$ cat src/rtl/bottom_linear_pipe.sv
// Pipelined multi-lane bottom linear layer of the depth-16 AES S-box: 63 products -> 1 byte per lane.
// Define BLF_DUP_CHECK_EN to add a duplicated network, a shadow register chain and a sticky err output.
module bottom_linear_pipe #(
  parameter int          NUM_LANES   = 4,
  parameter int          PIPE_STAGES = 2,
  parameter logic [7:0]  OUT_CONST   = 8'h63
) (
  input  logic                     clk,
  input  logic                     rst,
  input  logic                     in_valid,
  output logic                     in_ready,
  input  logic [63*NUM_LANES-1:0]  in_m,
  output logic                     out_valid,
  input  logic                     out_ready,
  output logic [8*NUM_LANES-1:0]   out_s
`ifdef BLF_DUP_CHECK_EN
  ,
  output logic                     err
`endif
);

  localparam int TW = 14;              // L terms that feed the T layer
  localparam int LW = TW * NUM_LANES;
  localparam int SW = 8 * NUM_LANES;

  // Returns only the L terms consumed by the T layer: {L29..L20, L19, L16, L13, L6}.
  function automatic logic [TW-1:0] l_net(input logic [62:0] m);
    logic [29:0] l;
    l[0]  = m[60] ^ m[61];  l[1]  = m[49] ^ m[55];  l[2]  = m[45] ^ m[47];
    l[3]  = m[46] ^ m[54];  l[4]  = m[53] ^ m[57];  l[5]  = m[48] ^ m[60];
    l[6]  = m[61] ^ l[5];   l[7]  = m[45] ^ l[3];   l[8]  = m[50] ^ m[58];
    l[9]  = m[51] ^ m[52];  l[10] = m[52] ^ l[4];   l[11] = m[59] ^ l[2];
    l[12] = m[47] ^ m[50];  l[13] = m[49] ^ l[0];   l[14] = m[51] ^ m[60];
    l[15] = m[54] ^ l[1];   l[16] = m[55] ^ l[0];   l[17] = m[56] ^ l[1];
    l[18] = m[57] ^ l[8];   l[19] = m[62] ^ l[4];
    l[20] = l[0]  ^ l[1];   l[21] = l[1]  ^ l[7];   l[22] = l[3]  ^ l[12];
    l[23] = l[18] ^ l[2];   l[24] = l[15] ^ l[9];   l[25] = l[6]  ^ l[10];
    l[26] = l[7]  ^ l[9];   l[27] = l[8]  ^ l[10];  l[28] = l[11] ^ l[14];
    l[29] = l[11] ^ l[17];
    return {l[29:20], l[19], l[16], l[13], l[6]};
  endfunction

  function automatic logic [7:0] t_net(input logic [TW-1:0] p);
    return {p[0] ^ p[8],  p[2] ^ p[10], p[3] ^ p[12], p[0] ^ p[5],
            p[4] ^ p[6],  p[9] ^ p[13], p[1] ^ p[11], p[0] ^ p[7]};
  endfunction

  logic            l_valid_q, l_valid_d, s_valid_q, s_valid_d;
  logic [LW-1:0]   l_q, l_d;
  logic [SW-1:0]   s_q, s_d;
  logic            l_ready, s_ready, l_load, s_load;
  logic [LW-1:0]   l_in;
  logic [SW-1:0]   s_in, s_l;
  logic            unused_m;

  always_comb begin
    // NOTE: every always_comb output gets a default first so no path can infer a latch.
    l_in     = '0;
    s_in     = '0;
    s_l      = '0;
    unused_m = 1'b0;
    for (int k = 0; k < NUM_LANES; k++) begin
      l_in[k*TW +: TW] = l_net(in_m[k*63 +: 63]);
      s_in[k*8 +: 8]   = t_net(l_in[k*TW +: TW]) ^ OUT_CONST;
      s_l[k*8 +: 8]    = t_net(l_q[k*TW +: TW]) ^ OUT_CONST;
      unused_m         = unused_m ^ (^in_m[k*63 +: 45]);  // M0..M44 do not reach the output
    end
  end

  always_comb begin
    s_ready   = ~s_valid_q | out_ready;
    l_ready   = ~l_valid_q | s_ready;
    l_valid_d = l_valid_q;
    s_valid_d = s_valid_q;
    l_load    = 1'b0;
    s_load    = 1'b0;
    in_ready  = out_ready;
    out_valid = in_valid;
    out_s     = s_in;
    case (PIPE_STAGES)
      2: begin
        in_ready = l_ready;
        if (l_ready) l_valid_d = in_valid;
        if (s_ready) s_valid_d = l_valid_q;
        l_load    = in_valid & l_ready;
        s_load    = l_valid_q & s_ready;
        out_valid = s_valid_q;
        out_s     = s_q;
      end
      1: begin
        in_ready = s_ready;
        if (s_ready) s_valid_d = in_valid;
        s_load    = in_valid & s_ready;
        out_valid = s_valid_q;
        out_s     = s_q;
      end
      default: ;
    endcase
    l_d = l_load ? l_in : l_q;
    s_d = s_load ? ((PIPE_STAGES == 2) ? s_l : s_in) : s_q;
  end

  always_ff @(posedge clk) begin
    // NOTE: state uses non-blocking assignments so every flop samples pre-edge values.
    if (rst) begin
      // NOTE: data registers are cleared too, so out_s reads 0 straight after reset.
      l_valid_q <= 1'b0;
      s_valid_q <= 1'b0;
      l_q       <= '0;
      s_q       <= '0;
    end else begin
      l_valid_q <= l_valid_d;
      s_valid_q <= s_valid_d;
      l_q       <= l_d;
      s_q       <= s_d;
    end
  end

`ifdef BLF_DUP_CHECK_EN
  (* keep *) logic [LW-1:0] dup_l_in;
  (* keep *) logic [SW-1:0] dup_s_in;
  (* keep *) logic [SW-1:0] dup_s_l;
  (* keep *) logic [LW-1:0] dup_l_q;
  (* keep *) logic [SW-1:0] dup_s_q;
  logic [LW-1:0] dup_l_d;
  logic [SW-1:0] dup_s_d, dup_out_s;
  logic          err_q, err_d;

  always_comb begin
    dup_l_in = '0;
    dup_s_in = '0;
    dup_s_l  = '0;
    for (int k = 0; k < NUM_LANES; k++) begin
      dup_l_in[k*TW +: TW] = l_net(in_m[k*63 +: 63]);
      dup_s_in[k*8 +: 8]   = t_net(dup_l_in[k*TW +: TW]) ^ OUT_CONST;
      dup_s_l[k*8 +: 8]    = t_net(dup_l_q[k*TW +: TW]) ^ OUT_CONST;
    end
    // Shadow chain shares the primary load enables so both copies hold the same word.
    dup_l_d   = l_load ? dup_l_in : dup_l_q;
    dup_s_d   = s_load ? ((PIPE_STAGES == 2) ? dup_s_l : dup_s_in) : dup_s_q;
    dup_out_s = (PIPE_STAGES == 0) ? dup_s_in : dup_s_q;
    err_d     = err_q | (out_valid & (out_s != dup_out_s));
  end

  always_ff @(posedge clk) begin
    if (rst) begin
      dup_l_q <= '0;
      dup_s_q <= '0;
      err_q   <= 1'b0;
    end else begin
      dup_l_q <= dup_l_d;
      dup_s_q <= dup_s_d;
      err_q   <= err_d;
    end
  end

  assign err = err_q;
`endif

endmodule

$ cat config.mk
export PLATFORM = sky130hd
export DESIGN_NAME = bottom_linear_pipe
export DESIGN_NICKNAME = d
export VERILOG_FILES = /design/src/rtl/bottom_linear_pipe.sv
export SDC_FILE = /design/constraint.sdc
export NUM_CORES = 1
export LEC_CHECK = 0
export BUFFER_PORTS_ARGS = -buffer_cell sky130_fd_sc_hd__buf_2
export CAP_MARGIN = 20
export CORE_MARGIN = 8
export CORE_UTILIZATION = 48
export DETAILED_ROUTE_END_ITERATION = 8
export HOLD_SLACK_MARGIN = 0.08
export PLACE_DENSITY = 0.87
export SKIP_CTS_REPAIR_TIMING = 1
export SLEW_MARGIN = 20
export SYNTH_ARGS = -nofsm -noshare
export SYNTH_HDL_FRONTEND = slang
export SYNTH_SLANG_ARGS = --single-unit
$ cat constraint.sdc
create_clock -name clk -period 2.9 [get_ports clk]
set_input_delay 0.725 -clock clk [delete_from_list [all_inputs] [get_ports clk]]
set_output_delay 0.725 -clock clk [all_outputs]
set_load 0.05 [all_outputs]
==> impl_table.tex <==
\begin{tabular}{lr}
\hline
Metric & Value \\
\hline
\multicolumn{2}{l}{\textbf{Synthesis}} \\
Library cells used by synthesis & 31 \\
Compound-gate portion of the synthesized area & 18.5\% \\
Number of warning messages in the yosys log & 0 \\
Gate count of the mapped netlist & between 400 and 500 \\
Post-Synth Simple-Gate Area & 6.24\% \\
Sequential area share after synthesis & 36.1\% \\
Post-Synth XOR/XNOR Area & around a third \\
Combined area of all synthesized cells & 0.00500 sq mm \\
Share of cell area taken by muxes after synthesis & 0\% \\
Syn Area/Cell & 10.3 sq um \\
Syn nets & around 740 \\
Largest family of logic cells by synthesized area & XOR/XNOR gates \\
Fraction of the mapped netlist area in adder cells & 0\% \\
Flip-flop and latch count after synthesis & 90 \\
\multicolumn{2}{l}{\textbf{Clock network}} \\
Number of buffers on the longest clock path & 2 \\
CTS tree & done \\
CTS Root Cell & sky130\_fd\_sc\_hd\_\_clkbuf\_8 \\
H-tree levels & 3 \\
Clk Latency, worst-skew pair & 360 ps \\
Inserted Clock Buffers & 9 \\
Clk slew on worst S/H paths & 90 ps \\
Total number of clock tree sinks & 90 \\
\multicolumn{2}{l}{\textbf{Critical path}} \\
Crit path max fanout & 7 \\
Type of the worst setup path & in -> out \\
Setup crit start kind & primary input \\
WP data required & 2170 ps \\
Arrival @ worst endpoint & about 1500 ps \\
Endpoint type of the worst setup path & output port \\
\multicolumn{2}{l}{\textbf{Place}} \\
Detailed placement HPWL & 9580 um \\
Port buffer count & between 100 and 150 \\
Placer congestion estimate & 0.829 \\
Dpl cells & 699 \\
Post-place setup slack & 565 ps \\
\multicolumn{2}{l}{\textbf{Cells and area}} \\
Fraction of layout cells with a size suffix above 1 & 26.9\% \\
Number of standard cells in the layout, taps in and fillers out & around 720 \\
Area of combinational cells with multiple inputs & 0.00300 sq mm \\
Post-route core utilization & between 50 and 60\% \\
Register cell area after layout & around 0.0018 sq mm \\
Area grow syn2layout & 17.3\% \\
Antenna fix cells & 0 \\
Fill cells & 821 \\
Nets & 830 \\
\multicolumn{2}{l}{\textbf{STA}} \\
Setup total negative slack & 0 ps \\
Number of setup violations in the final report & 0 \\
Final setup skew & just under 7 ps \\
Final hold violation count & 0 \\
Min setup slack post-route & 702 ps \\
Worst rel slew slack & 35.8\% \\
Final max-slew violation count & 0 \\
Max Fclk & 455 MHz \\
Crit share post-route & 75.8\% \\
Pin slew with the least headroom to its limit & roughly 960 ps \\
Final worst path period need & $\sim$2200 ps \\
Unrepaired setup endpoints after global routing & no \\
\multicolumn{2}{l}{\textbf{Floorplanning}} \\
Die Ht & 118 um \\
Initial core utilization & 48.8\% \\
CORE AREA & 0.0102 sq mm \\
Die width & 118 um \\
I/O pin cnt & 290 \\
Die ar. & 0.0139 sq mm \\
\# rows & 37 \\
\multicolumn{2}{l}{\textbf{Hold path}} \\
Type of the tightest min-delay check & reg -> reg \\
\multicolumn{2}{l}{\textbf{Drt}} \\
Via Count & 4,049 \\
Drt pass-1 iters & 5 \\
DRC errors left & 0 \\
Wire length reported by the detailed router & 13,100 um \\
Routed length on met2 & 6610 um \\
Count of routing violations after the opening detailed-route iteration & 238 \\
Post-route met1 wirelength & 5190 um \\
Top layer reached by signal wires & met4 \\
DR vias/cell & approximately 5.7 \\
DR WL/cell & 18.3 um \\
Sum of met3 wire segment lengths after detailed routing & 1070 um \\
Residual antenna-violating net count after detailed routing & 0 \\
\multicolumn{2}{l}{\textbf{Run}} \\
Max-cap check violation count & 0 \\
\multicolumn{2}{l}{\textbf{Global route}} \\
Initial antenna violation count & 0 \\
Maximum number of pins on one net before global-route repair & between 40 and 50 \\
Total global-route track usage & 18.7\% \\
GRT Residual Overflow & 0 \\
First-pass GRT wire length & 21,100 um \\
Via count of the first global-routing pass & 4,154 \\
\multicolumn{2}{l}{\textbf{Run status}} \\
Result of the run & complete, no violations \\
\multicolumn{2}{l}{\textbf{Pwr}} \\
Power density cells & 589 mW/mm\^{}2 \\
Worst ir drop on vdd & 267 uV \\
Static leakage & 2.49 nW \\
\hline
\end{tabular}
-- sequential cells by signal, summed over array words and instances, names as in the netlist --
register	cells
l_valid_q	1
l_q	56
out_s	32
out_valid	1
-- cells in the mapped netlist --
master	count	share of area [%]
sky130_fd_sc_hd__a211oi_1	26	3.9
sky130_fd_sc_hd__a211oi_2	3	0.75
sky130_fd_sc_hd__a21o_1	3	0.45
sky130_fd_sc_hd__a21oi_1	63	6.3
sky130_fd_sc_hd__and2b_1	1	0.15
sky130_fd_sc_hd__and3b_4	1	0.25
sky130_fd_sc_hd__buf_1	3	0.23
sky130_fd_sc_hd__buf_2	16	1.6
sky130_fd_sc_hd__clkbuf_1	23	1.7
sky130_fd_sc_hd__dfxtp_1	90	36
sky130_fd_sc_hd__inv_1	1	0.075
sky130_fd_sc_hd__inv_2	3	0.23
sky130_fd_sc_hd__nand2_1	24	1.8
sky130_fd_sc_hd__nand2b_1	1	0.13
sky130_fd_sc_hd__nand3_1	32	3.2
sky130_fd_sc_hd__nand3_2	1	0.20
sky130_fd_sc_hd__nor2_1	1	0.075
sky130_fd_sc_hd__nor2_4	1	0.23
sky130_fd_sc_hd__nor3_2	1	0.20
sky130_fd_sc_hd__o21ai_0	28	2.8
sky130_fd_sc_hd__o21ai_1	4	0.40
sky130_fd_sc_hd__o22ai_1	18	2.3
sky130_fd_sc_hd__o2bb2ai_1	6	1.1
sky130_fd_sc_hd__o311a_1	3	0.60
sky130_fd_sc_hd__xnor2_1	85	15
sky130_fd_sc_hd__xnor2_4	1	0.55
sky130_fd_sc_hd__xnor3_1	11	5.0
sky130_fd_sc_hd__xnor3_2	8	3.8
sky130_fd_sc_hd__xnor3_4	1	0.53
sky130_fd_sc_hd__xor2_1	6	1.1
sky130_fd_sc_hd__xor3_1	20	9.5
-- cells in the final DEF (no fill, tap or decap), drive strengths merged, types with 4 or more instances in the layout --
cell type / n
buf: 120
dfxtp: 90
xnor2: 86
a21oi: 63
nand3: 33
o21ai: 32
a211oi: 29
nand2: 24
xor3: 20
xnor3: 20
o22ai: 18
clkbuf: 9
xor2: 6
o2bb2ai: 6
inv: 4
-- logic make-up after synthesis --
logic type	Yosys count
xor+xnor	132
flops	90
compound gates	154
buf+inv	46
simple gates	63
-- area by class of cell --
cell class	instances	share of cell area, %
Clock inverter	7	2.01
Sequential cell	90	30.8
Timing Repair Buffer	120	10.7
Tap cell	136	2.90
Clock buffer	9	2.11
Multi-Input combinational cell	349	51.2
Inverter	4	0.256
-- worst paths after layout --
| kind | from | end | slack (ps) | cells after the start |
|---|---|---|---|---|
| max | out_ready | in_ready | 700 | 4 |
| min | out_s[13]$_SDFFE_PP0P_ | out_s[13]$_SDFFE_PP0P_ | 480 | 2 |
| max reg2reg | out_valid$_SDFFE_PP0P_ | l_q[13]$_SDFFE_PP0P_ | 1040 | 4 |
| min reg2reg | out_s[13]$_SDFFE_PP0P_ | out_s[13]$_SDFFE_PP0P_ | 480 | 2 |
-- metal layers --
metal  track usage, %  up-vias
met5                0        -
met1             21.5     1937
met4             6.65        0
li1                 -     1898
met3             4.75       27
met2             32.8      187
-- worst max-delay path: stages --
cell and delay [ps]:
sky130_fd_sc_hd__buf_2 110, sky130_fd_sc_hd__and3b_4 350, sky130_fd_sc_hd__inv_2 80, sky130_fd_sc_hd__buf_2 210
-- per-stage QoR --
stage               power (W)  hold WS (ps)  instance area, sq um
floorplan             0.00220           455                  5000
global placement      0.00243           462                  5620
detailed placement    0.00246           469                  5620
CTS                   0.00345           479                  5860
global route          0.00359           503                  5860
finish                0.00345           476                  5860
-- power by group --
| group | internal (W) | switching [W] |
|---|---|---|
| combinational | 0.000467 | 0.000527 |
| sequential | 0.00136 | 0.0000880 |
| clock | 0.000570 | 0.000438 |
(Power assumes the default switching activity.)
